File: config.mk
export PLATFORM = sky130hd
export DESIGN_NAME = multicycle_control
export DESIGN_NICKNAME = d
export VERILOG_FILES = /design/src/rtl/multicycle_control.sv
export SDC_FILE = /design/constraint.sdc
export NUM_CORES = 1
export LEC_CHECK = 0
export ABC_AREA = 1
export BUFFER_PORTS_ARGS = -buffer_cell sky130_fd_sc_hd__buf_2
export CAP_MARGIN = 5
export CORE_MARGIN = 2
export CORE_UTILIZATION = 47
export DETAILED_ROUTE_END_ITERATION = 6
export GPL_ROUTABILITY_DRIVEN = 0
export PLACE_DENSITY_LB_ADDON = 0.25
export SYNTH_ARGS = -nofsm -noshare
export SYNTH_HDL_FRONTEND = slang
export SYNTH_SLANG_ARGS = --single-unit
File: constraint.sdc
create_clock -name clk -period 3.1 [get_ports clk]
set_clock_uncertainty 0.1 [all_clocks]
set_input_delay 0.93 -clock clk [delete_from_list [all_inputs] [get_ports clk]]
set_output_delay 0.93 -clock clk [all_outputs]
set_load 0.005 [all_outputs]
File: src/rtl/multicycle_control.sv
// ----------------------------------------------------------------------------
// multicycle_control
//   Moore-style controller for a multi-cycle RISC-V datapath. It shares one
//   ALU, one unified memory port and a register file, and sequences lw, sw,
//   R-type (add/sub/and/or/slt), addi, beq and jal over several cycles. It
//   stalls on a memory ready handshake and counts retired instructions.
//
// Ports
//   clk          rising-edge clock
//   rst          asynchronous active-high reset
//   Instr        instruction register contents
//   Zero         ALU zero flag
//   mem_ready    memory finishes the current access this cycle
//   PCWrite      PC register enable
//   AdrSrc       memory address select (0 = PC, 1 = ALUOut)
//   MemWrite     memory write strobe
//   IRWrite      IR / OldPC capture enable
//   RegWrite     register file write enable
//   ResultSrc    result mux (00 ALUOut, 01 mem data, 10 ALUResult)
//   ALUSrcA      ALU A select (00 PC, 01 OldPC, 10 rs1)
//   ALUSrcB      ALU B select (00 rs2, 01 imm, 10 constant 4)
//   ALUctrl      ALU operation
//   ImmSrc       immediate format (00 I, 01 S, 10 B, 11 J)
//   illegal      one-cycle pulse on an unsupported opcode
//   instr_count  retired-instruction counter
// ----------------------------------------------------------------------------
module multicycle_control #(
    parameter int COUNT_WIDTH = 32
) (
    input  logic                   clk,
    input  logic                   rst,
    input  logic [31:0]            Instr,
    input  logic                   Zero,
    input  logic                   mem_ready,
    output logic                   PCWrite,
    output logic                   AdrSrc,
    output logic                   MemWrite,
    output logic                   IRWrite,
    output logic                   RegWrite,
    output logic [1:0]             ResultSrc,
    output logic [1:0]             ALUSrcA,
    output logic [1:0]             ALUSrcB,
    output logic [2:0]             ALUctrl,
    output logic [1:0]             ImmSrc,
    output logic                   illegal,
    output logic [COUNT_WIDTH-1:0] instr_count
);

    typedef enum logic [3:0] {
        S_FETCH, S_DECODE, S_MEMADR, S_MEMREAD, S_MEMWB, S_MEMWRITE,
        S_EXECR, S_EXECI, S_ALUWB, S_BEQ, S_JAL
    } state_t;

    localparam logic [6:0] OP_LW   = 7'b0000011;
    localparam logic [6:0] OP_SW   = 7'b0100011;
    localparam logic [6:0] OP_R    = 7'b0110011;
    localparam logic [6:0] OP_I    = 7'b0010011;
    localparam logic [6:0] OP_BEQ  = 7'b1100011;
    localparam logic [6:0] OP_JAL  = 7'b1101111;

    localparam logic [2:0] ALU_ADD = 3'b000;
    localparam logic [2:0] ALU_SUB = 3'b001;
    localparam logic [2:0] ALU_AND = 3'b010;
    localparam logic [2:0] ALU_OR  = 3'b011;
    localparam logic [2:0] ALU_SLT = 3'b101;

    state_t                  r_state;
    state_t                  w_next;
    logic [6:0]              w_op;
    logic [2:0]              w_funct_alu;
    logic                    w_retire;
    logic [COUNT_WIDTH-1:0]  r_count;
    logic                    w_unused_bits;

    // Only opcode, funct3 and bit 30 steer the controller.
    assign w_op          = Instr[6:0];
    assign w_unused_bits = ^{Instr[31], Instr[29:15], Instr[11:7]};

    // sub only for R-type with bit 30 set; addi ignores funct7 because Op[5]=0.
    function automatic logic [2:0] funct_decode(input logic [2:0] f3,
                                                input logic       b30,
                                                input logic       op5);
        case (f3)
            3'b000:  funct_decode = (b30 && op5) ? ALU_SUB : ALU_ADD;
            3'b010:  funct_decode = ALU_SLT;
            3'b110:  funct_decode = ALU_OR;
            3'b111:  funct_decode = ALU_AND;
            default: funct_decode = ALU_ADD;
        endcase
    endfunction

    assign w_funct_alu = funct_decode(Instr[14:12], Instr[30], w_op[5]);

    // State register
    always_ff @(posedge clk or posedge rst) begin
        if (rst) r_state <= S_FETCH;
        else     r_state <= w_next;
    end

    // Next-state logic
    always_comb begin
        w_next = r_state;
        case (r_state)
            S_FETCH:    w_next = mem_ready ? S_DECODE : S_FETCH;
            S_DECODE: begin
                case (w_op)
                    OP_LW, OP_SW: w_next = S_MEMADR;
                    OP_R:         w_next = S_EXECR;
                    OP_I:         w_next = S_EXECI;
                    OP_BEQ:       w_next = S_BEQ;
                    OP_JAL:       w_next = S_JAL;
                    default:      w_next = S_FETCH;
                endcase
            end
            S_MEMADR:   w_next = w_op[5] ? S_MEMWRITE : S_MEMREAD;
            S_MEMREAD:  w_next = mem_ready ? S_MEMWB : S_MEMREAD;
            S_MEMWB:    w_next = S_FETCH;
            S_MEMWRITE: w_next = mem_ready ? S_FETCH : S_MEMWRITE;
            S_EXECR:    w_next = S_ALUWB;
            S_EXECI:    w_next = S_ALUWB;
            S_ALUWB:    w_next = S_FETCH;
            S_BEQ:      w_next = S_FETCH;
            S_JAL:      w_next = S_ALUWB;
            default:    w_next = S_FETCH;
        endcase
    end

    // Output logic
    always_comb begin
        PCWrite   = 1'b0;
        AdrSrc    = 1'b0;
        MemWrite  = 1'b0;
        IRWrite   = 1'b0;
        RegWrite  = 1'b0;
        ResultSrc = 2'b00;
        ALUSrcA   = 2'b00;
        ALUSrcB   = 2'b00;
        ALUctrl   = ALU_ADD;
        illegal   = 1'b0;
        case (r_state)
            S_FETCH: begin
                ALUSrcB   = 2'b10;
                ResultSrc = 2'b10;
                IRWrite   = mem_ready;
                PCWrite   = mem_ready;
            end
            S_DECODE: begin
                ALUSrcA = 2'b01;
                ALUSrcB = 2'b01;
                case (w_op)
                    OP_LW, OP_SW, OP_R, OP_I, OP_BEQ, OP_JAL: illegal = 1'b0;
                    default:                                  illegal = 1'b1;
                endcase
            end
            S_MEMADR: begin
                ALUSrcA = 2'b10;
                ALUSrcB = 2'b01;
            end
            S_MEMREAD:  AdrSrc = 1'b1;
            S_MEMWB: begin
                ResultSrc = 2'b01;
                RegWrite  = 1'b1;
            end
            S_MEMWRITE: begin
                AdrSrc   = 1'b1;
                MemWrite = 1'b1;
            end
            S_EXECR: begin
                ALUSrcA = 2'b10;
                ALUctrl = w_funct_alu;
            end
            S_EXECI: begin
                ALUSrcA = 2'b10;
                ALUSrcB = 2'b01;
                ALUctrl = w_funct_alu;
            end
            S_ALUWB:    RegWrite = 1'b1;
            S_BEQ: begin
                ALUSrcA = 2'b10;
                ALUctrl = ALU_SUB;
                PCWrite = Zero;
            end
            S_JAL: begin
                ALUSrcA = 2'b01;
                ALUSrcB = 2'b10;
                PCWrite = 1'b1;
            end
            default: ;
        endcase
        // Reset holds the state at FETCH, but FETCH enables follow mem_ready,
        // so every side-effecting strobe is masked while rst is high.
        if (rst) begin
            PCWrite  = 1'b0;
            MemWrite = 1'b0;
            IRWrite  = 1'b0;
            RegWrite = 1'b0;
            illegal  = 1'b0;
        end
    end

    // Immediate format follows the opcode in every state.
    always_comb begin
        case (w_op)
            OP_SW:   ImmSrc = 2'b01;
            OP_BEQ:  ImmSrc = 2'b10;
            OP_JAL:  ImmSrc = 2'b11;
            default: ImmSrc = 2'b00;
        endcase
    end

    // Final cycle of each legal instruction; jal retires through ALUWB.
    assign w_retire = (r_state == S_MEMWB) || (r_state == S_ALUWB) ||
                      (r_state == S_BEQ)   ||
                      ((r_state == S_MEMWRITE) && mem_ready);

    always_ff @(posedge clk or posedge rst) begin
        if (rst)           r_count <= '0;
        else if (w_retire) r_count <= r_count + COUNT_WIDTH'(1);
    end

    assign instr_count = r_count;

endmodule

Yosys cells after proc, flatten, opt, wreduce, memory -nomap -nowiden
Cells that the tools add are included.
{"block": "word_totals", "inputBits": 36, "word_cells": 64, "out_inout_bits": 49, "reg_bits": 36}
{"block": "classes", "n_mux": 25, "reduce_logical": 17, "n_addsub": 1, "eq_ne": 19}
{"op": "32-bit by 1-bit adder with 32-bit output, second input constant", "n": 1}
{"op": "4-bit one-hot mux with 6 select lines", "n": 1}
{"op": "4-bit one-hot mux with 5 select lines", "n": 1}
{"op": "4-bit by 3-bit == test with 1-bit output, second input constant", "n": 4}
{"op": "7-bit by 6-bit == test with 1-bit output, second input constant", "n": 2}
{"op": "7-bit == test, second input constant", "n": 2}
{"op": "1-bit 2-to-1 mux", "n": 13}
{"op": "4-bit == test, second input constant", "n": 3}
{"op": "2-bit one-hot mux with 2 select lines", "n": 3}
{"op": "3-bit one-hot mux with 4 select lines", "n": 1}
{"op": "2-bit OR reduction", "n": 6}
{"op": "3-bit 2-to-1 mux", "n": 3}
{"op": "4-bit by 2-bit == test with 1-bit output, second input constant", "n": 2}
{"op": "7-bit by 2-bit == test with 1-bit output, second input constant", "n": 1}
{"op": "7-bit by 5-bit == test with 1-bit output, second input constant", "n": 1}
{"op": "3-bit == test, second input constant", "n": 2}
{"op": "2-bit one-hot mux with 3 select lines", "n": 1}
{"op": "3-bit one-hot mux with 2 select lines", "n": 1}
{"op": "3-bit OR reduction", "n": 2}
{"op": "6-bit OR reduction", "n": 1}
{"op": "4-bit by 1-bit == test with 1-bit output, second input constant", "n": 1}
{"op": "4-bit logical NOT", "n": 1}
{"op": "4-bit OR reduction", "n": 1}
{"op": "3-bit by 2-bit == test with 1-bit output, second input constant", "n": 1}
{"op": "other kinds (4)", "n": 7}

Logic depth before layout (Yosys ltp)
Gate-level depths: netlist of the first run.
{"block": "logic_depth", "word_depth": 5, "mapped_depth": 10, "mapped_depth_nobuf": 10}

Least setup slack after synthesis of the first run
OpenSTA, ideal clock, no wires.
{"block": "synth_path", "path_kind": "input port to output port", "startpoint": "in rst", "endpoint": "out illegal", "slack_ns": 0.073, "cell_stages": 3, "path_buffers": 0, "t_arrival_ns": 1.997, "cell_sequence": "inv_1 -> nand3_1 -> nor2_1"}
{"block": "synth_between", "elab_chain_len": 1}
{"item": "start: declaration", "line": "31", "source": "input logic rst,"}
{"item": "1-bit 2-to-1 mux", "line": "192", "source": "if (rst) begin"}
{"item": "end: declaration", "line": "45", "source": "output logic illegal,"}
No other way between the ends.

Final worst setup path of the first run
{"block": "layout_path", "startpoint": "in Instr[3]", "endpoint": "out ImmSrc[0]"}
{"block": "layout_between", "elab_chain_len": 2, "elab_cells_between_ends": 4, "cone_classes": "3 x eq/ne; 1 x mux"}
{"item": "start: declaration", "line": "32", "source": "input logic [31:0] Instr,"}
{"item": "7-bit == test or 7-bit by 6-bit == test with 1-bit output (tied branches)", "line": "203", "source": "case (w_op)"}
{"item": "2-bit one-hot mux with 3 select lines (*)", "line": "203"}
{"item": "end: declaration", "line": "44", "source": "output logic [1:0] ImmSrc,"}
Mark *: on every way between the ends. The rest lies on a longest branch, timed or not.

==> flow_metrics.env, run 1 <==
export IMPL_outcome="finished, final reports clean"
export IMPL_multi_input_area_um2=1390
export IMPL_clk_pin_slew_ps=60
export IMPL_synth_most_common_cell="nand2_1"
export IMPL_placed_cell_area_um2=2910
export IMPL_fillerInstances=549
export IMPL_route_detailed_drc=0
export IMPL_ios=85
export IMPL_drive_gt1_share_pct=17.4
export IMPL_fin_area_um2=2980
export IMPL_syn_to_final_growth_pct=17.8
export IMPL_drv_slew=0
export IMPL_cpPeakStageDelay_ps=300
export IMPL_path_class="in2out"
export IMPL_min_path_cells=1
export IMPL_final_setup_viol_count=0
export IMPL_clkPwrFrac_pct=30.8
export IMPL_max_cap_violations=0
export IMPL_path_max_fanout=3
export IMPL_startpoint_type="primary input"
export IMPL_fp_dieW_um=77.4
export IMPL_synth_distinct_cells=29
export IMPL_via_per_inst=4.87
export IMPL_worst_slew_pin_slew_ps=453
export IMPL_grt_pass1_vias=2442
export IMPL_wire_per_inst_um=11.3
export IMPL_netlist_area_um2=2530
export IMPL_cts_max_level=2
export IMPL_grt_pass1_wl_um=10700
export IMPL_endpoint_kind="output port"
export IMPL_ys_seq_area_share_pct=35.6
export IMPL_clock_sinks=36
export IMPL_seqCellArea_um2=901
export IMPL_ys_flop_type="dfrtp_1"
export IMPL_final_util_pct=58.0
export IMPL_finalSetupTns_ps=0
export IMPL_ctsHoldBuffers=0
export IMPL_num_antenna_cells=0
export IMPL_fin_crit_sh_pct=91.1
export IMPL_swShare_pct=29.2
export IMPL_cts_resized_gates=0
export IMPL_firstDrtPassIters=7
export IMPL_crit_arrival_ps=1800
export IMPL_cts_buffer_depth=2
export IMPL_fin_crit_ps=2830
export IMPL_power_frac_comb_pct=16.2
export IMPL_p_sw_mw=0.288
export IMPL_rows=26
export IMPL_drt_antenna_violating_nets=0
export IMPL_ir_drop_uv=189
export IMPL_die_h_um=77.4
export IMPL_internal_power_mw=0.699
export IMPL_timing_fmax_ghz=0.354
export IMPL_globalRouteTotalUtil_pct=22.1
export IMPL_synth_edf_count=0
export IMPL_yosys_warnings=0
export IMPL_drt_wl_total_um=6110
export IMPL_synth_top_area_share_pct=35.6
export IMPL_dieArea_um2=5990
export IMPL_p_leak_nw=1.57
export IMPL_nNetsFinal=511
export IMPL_antenna_found_initial=0
export IMPL_hold_violations=0
export IMPL_max_slew_margin_pct=69.8
export IMPL_dpl_hpwl_um=4810
export IMPL_syn_num_nets=444
export IMPL_synth_seq_cells=36
export IMPL_worstRegToRegCells=7
export IMPL_critPathSlowestCell="nor3_1"
export IMPL_clk_latency_ps=290
export IMPL_yosysTopAreaCell="dfrtp_1"
export IMPL_syn_inst=407
export IMPL_grt_setup_unrepaired="false"
export IMPL_via_count=2638
export IMPL_initial_utilization_pct=49.2
export IMPL_p_per_area_nw_per_um2=331
export IMPL_core_um2=5140
export IMPL_synthTopCellsByCount="nand2_1, nor2_1, inv_1"
export IMPL_hold_path_class="reg2reg"
export IMPL_power_frac_seq_pct=53.0
export IMPL_grt_max_degree=37
export IMPL_avgSynthCellArea_um2=6.22
export IMPL_grt_overflow_total=0
export IMPL_ys_async_sr_fraction_pct=100
export IMPL_numCtsBuffers=5
export IMPL_synthTopCellsByArea="dfrtp_1, nand2_1, nor2_1"
export IMPL_cts_setup_buffers=0
export IMPL_drt_iter0_drc=199
export IMPL_portBuffers=63
export IMPL_cp_required_ps=2070
export IMPL_path_cells="buf_2 > nor3_1 > nand2_1 > nand2_1 > inv_1 > nor2_1 > buf_2"
export IMPL_cts_tree="yes"
export IMPL_root_buffer="clkbuf_8"
[critical path, delay by kind of cell]
kind | cells | cell delay [ps]
and+or+nand+nor | 4 | 600
buffers and inverters | 3 | 270
[sequential cells by signal, indices dropped and copies added (netlist names)]
| signal | cells |
|---|---|
| r_state | 4 |
| instr_count | 32 |
[layer usage]
layer | routed length [um] | track usage [%] | vias up
met5 | 0 | 0 | -
li1 | - | - | 1376
met4 | 80 | 7.14 | 0
met3 | 340 | 5.12 | 8
met1 | 2850 | 28.5 | 1177
met2 | 2840 | 36.6 | 77
[per-stage QoR]
stage / setup slack (ps) / hold WS [ps] / total power, mW / std cells
floorplan: 73.2 / 405 / 0.628 / 407
global placement: 289 / 404 / 0.690 / 537
detailed placement: 267 / 414 / 0.692 / 537
CTS: 263 / 427 / 0.991 / 542
global route: 144 / 441 / 1.04 / 542
finish: 275 / 422 / 0.987 / 542
[power by group through the flow]
| stage | clock [mW] | sequential, mW | combinational [mW] |
|---|---|---|---|
| 2_1_floorplan | 0 | 0.522 | 0.106 |
| 3_3_place_gp | 0 | 0.531 | 0.159 |
| 3_5_place_dp | 0 | 0.531 | 0.161 |
| 4_1_cts | 0.306 | 0.523 | 0.162 |
| 5_1_grt | 0.334 | 0.526 | 0.181 |
| 6_report | 0.304 | 0.523 | 0.160 |
[area by class of cell]
cell class,count,area share (%)
clock buffer,5,2.31
timing repair buffer,66,11.3
sequential,36,30.2
tap,70,2.94
multi-input combinational,313,46.6
inverter,52,6.55
[logic make-up (layout without fill, tap and decap cells)]
group | after synthesis | in the layout | synth area share [%]
flip-flops | 36 | 36 | 35.6
XOR/XNOR | 13 | 13 | 4.50
buffers and inverters | 58 | 123 | 9.50
AO/OA/AOI/OAI | 14 | 14 | 3.36
adder cells (fa/ha/maj) | 1 | 1 | 0.494
AND/OR/NAND/NOR | 285 | 285 | 46.5
[cell usage in the layout, fill, tap and decap left out, drive strengths merged, types with 2 or more instances in the layout]
cell and n:
clkbuf 5, inv 51, o21ai 7, buf 66, nand2 167, nand3 24, nand4 7, dfrtp 36
o22ai 2, nor2 78, nor3 3, xnor2 6, xor2 7, nand3b 5
[worst paths after layout]
path / start / end / slack (ps)
min in group asynchronous: rst / instr_count[28]$_DFFE_PP0P_ / 740
max in group asynchronous: rst / instr_count[9]$_DFFE_PP0P_ / 1830
max reg2reg: r_state[1]$_DFF_PP0_ / instr_count[22]$_DFFE_PP0P_ / 1280
min reg2reg: instr_count[6]$_DFFE_PP0P_ / instr_count[6]$_DFFE_PP0P_ / 420
max: Instr[3] / ImmSrc[0] / 270
min: instr_count[6]$_DFFE_PP0P_ / instr_count[6]$_DFFE_PP0P_ / 420
No activity file was read; power rests on OpenSTA's default activity.
==> run 2: changes to the inputs <==
CAP_MARGIN = 20   (was 5)
CORE_MARGIN = not set   (was 2)
GPL_TIMING_DRIVEN = 0   (was not set)
==> run 2 against run 1 <==
Effect of this change:
- die area decreased by 5.1%
- core utilization grew 0.90 points
- count of clock-buffer cells in the layout increased by 3
- first-iteration DRC count decreased by 19%
- worst hold slack worse by 6.8 ps
- clock power up 16%
- via count grew 3.0%
- combinational power increased by 10%
- wire length is 4.5% higher
- sequential share of layout area down 0.46 points
- sequential power fell by 2%
- fmax fell by 1.6%
- critical endpoint unchanged
==> flow_metrics.env, run 2 (synthesis gave the netlist of run 1 again) <==
export IMPL_core_um2=5140
export IMPL_endpoint_kind="output port"
export IMPL_timing_fmax_ghz=0.348
export IMPL_fin_crit_ps=2870
export IMPL_max_cap_violations=0
export IMPL_cts_buffer_depth=2
export IMPL_final_setup_viol_count=0
export IMPL_grt_max_degree=38
export IMPL_clk_latency_ps=290
export IMPL_grt_pass1_wl_um=10400
export IMPL_drt_iter0_drc=161
export IMPL_startpoint_type="primary input"
export IMPL_rows=26
export IMPL_cts_max_level=2
export IMPL_hold_slack_ps=415
export IMPL_fillerInstances=559
export IMPL_path_class="in2out"
export IMPL_worst_slew_pin_slew_ps=458
export IMPL_drive_gt1_share_pct=18.2
export IMPL_hold_violations=0
export IMPL_grt_overflow_total=0
export IMPL_grt_pass1_vias=2356
export IMPL_wire_per_inst_um=11.7
export IMPL_globalRouteTotalUtil_pct=24.1
export IMPL_syn_to_final_growth_pct=19.6
export IMPL_cpPeakStageDelay_ps=180
export IMPL_initial_utilization_pct=49.2
export IMPL_cts_tree="yes"
export IMPL_via_count=2716
export IMPL_grt_setup_unrepaired="false"
export IMPL_outcome="finished, final reports clean"
export IMPL_crit_arrival_ps=1840
export IMPL_path_max_fanout=3
export IMPL_firstDrtPassIters=4
export IMPL_p_leak_nw=1.60
export IMPL_drt_antenna_violating_nets=0
export IMPL_max_slew_margin_pct=69.5
export IMPL_placed_cell_area_um2=2930
export IMPL_clk_pin_slew_ps=70
export IMPL_clock_sinks=36
export IMPL_critPathSlowestCell="nor2_1"
export IMPL_die_h_um=75.4
export IMPL_ios=85
export IMPL_p_total_mw=1.04
export IMPL_final_cell_mix="nand2_1, nor2_1, buf_2"
export IMPL_portBuffers=63
export IMPL_root_buffer="clkbuf_8"
export IMPL_place_ws_ps=-7.31
export IMPL_worst_slack_ps=230
export IMPL_nNetsFinal=514
export IMPL_num_antenna_cells=0
export IMPL_p_per_area_nw_per_um2=345
export IMPL_fin_crit_sh_pct=92.6
export IMPL_numCtsBuffers=5
export IMPL_drt_wl_total_um=6390
export IMPL_ir_drop_uv=210
export IMPL_fp_dieW_um=75.4
export IMPL_drv_slew=0
export IMPL_ctsHoldBuffers=0
export IMPL_antenna_found_initial=0
export IMPL_fin_area_um2=3030
export IMPL_via_per_inst=4.96
export IMPL_dieArea_um2=5680
export IMPL_route_detailed_drc=0
export IMPL_dpl_hpwl_um=4960
export IMPL_final_common_cell="nand2_1"
export IMPL_cp_required_ps=2070
export IMPL_path_cells="buf_2 > inv_1 > nand2_1 > nor2_1 > nand4_1 > nand2_1 > inv_1 > nor2_1 > buf_2"
export IMPL_largest_register_ff_count=32
export IMPL_hold_path_class="reg2reg"
-- run 2: cell types whose count changed in the layout (fill, tap and decap cells not counted), sizes merged --
| cell | delta |
|---|---|
| clkbuf | +3 |
| buf | +3 |
-- run 2: per-stage QoR --
stage | TNS, ps | cells | utilization [%]
after global placement | -488 | 540 | 57.1
after floorplan | 0 | 407 | -
after CTS | 0 | 548 | 58.9
final | 0 | 548 | 58.9
after detailed placement | -7.31 | 540 | 57.1
after global routing | 0 | 548 | 58.9
-- run 2: layout make-up --
class                   instances  area (um^2)  area share, %
multi-input cells             313         1390           45.9
clock buffers                   8         90.1           2.98
well taps                      70         87.6           2.89
repair buffers                 63          315           10.4
flip-flops and latches         36          901           29.8
inverters                      52          198           6.53
plain buffers                   6         45.0           1.49
-- run 2: worst paths after layout --
check                                                start                          end  slack, ps  depth (start not counted)
worst max register to register  instr_count[0]$_DFFE_PP0P_  instr_count[18]$_DFFE_PP0P_       1390                          8
worst min register to register  instr_count[6]$_DFFE_PP0P_   instr_count[6]$_DFFE_PP0P_        410                          1
max in group asynchronous                              rst  instr_count[21]$_DFFE_PP0P_       1990                          2
worst max-delay path                              Instr[4]                    ImmSrc[0]        230                          9
worst min-delay path            instr_count[6]$_DFFE_PP0P_   instr_count[6]$_DFFE_PP0P_        410                          1
min in group asynchronous                              rst  instr_count[31]$_DFFE_PP0P_        590                          2
-- run 2: report_power, final --
part | switching (mW) | internal, mW
clock | 0.173 | 0.181
sequential | 0.0243 | 0.490
combinational | 0.108 | 0.0684
-- run 2: per-layer routing --
layer | track usage [%] | vias up | wire [um]
li1 | - | 1389 | -
met1 | 32.0 | 1236 | 3000
met2 | 39.5 | 80 | 3000
met3 | 4.50 | 11 | 285
met4 | 8.64 | 0 | 102
met5 | 0 | - | 0
-- run 2: what timing repair did --
item	4_1_cts	5_1_grt
hold endpoints to repair	0	0
resized for setup	1	0
setup endpoints to repair	1	0
buffers inserted	0	0
-- run 2: worst max-delay path: cells and delay by family --
| kind | cells | cell delay, ps |
|---|---|---|
| AND/OR/NAND/NOR | 5 | 570 |
| buffers and inverters | 4 | 340 |
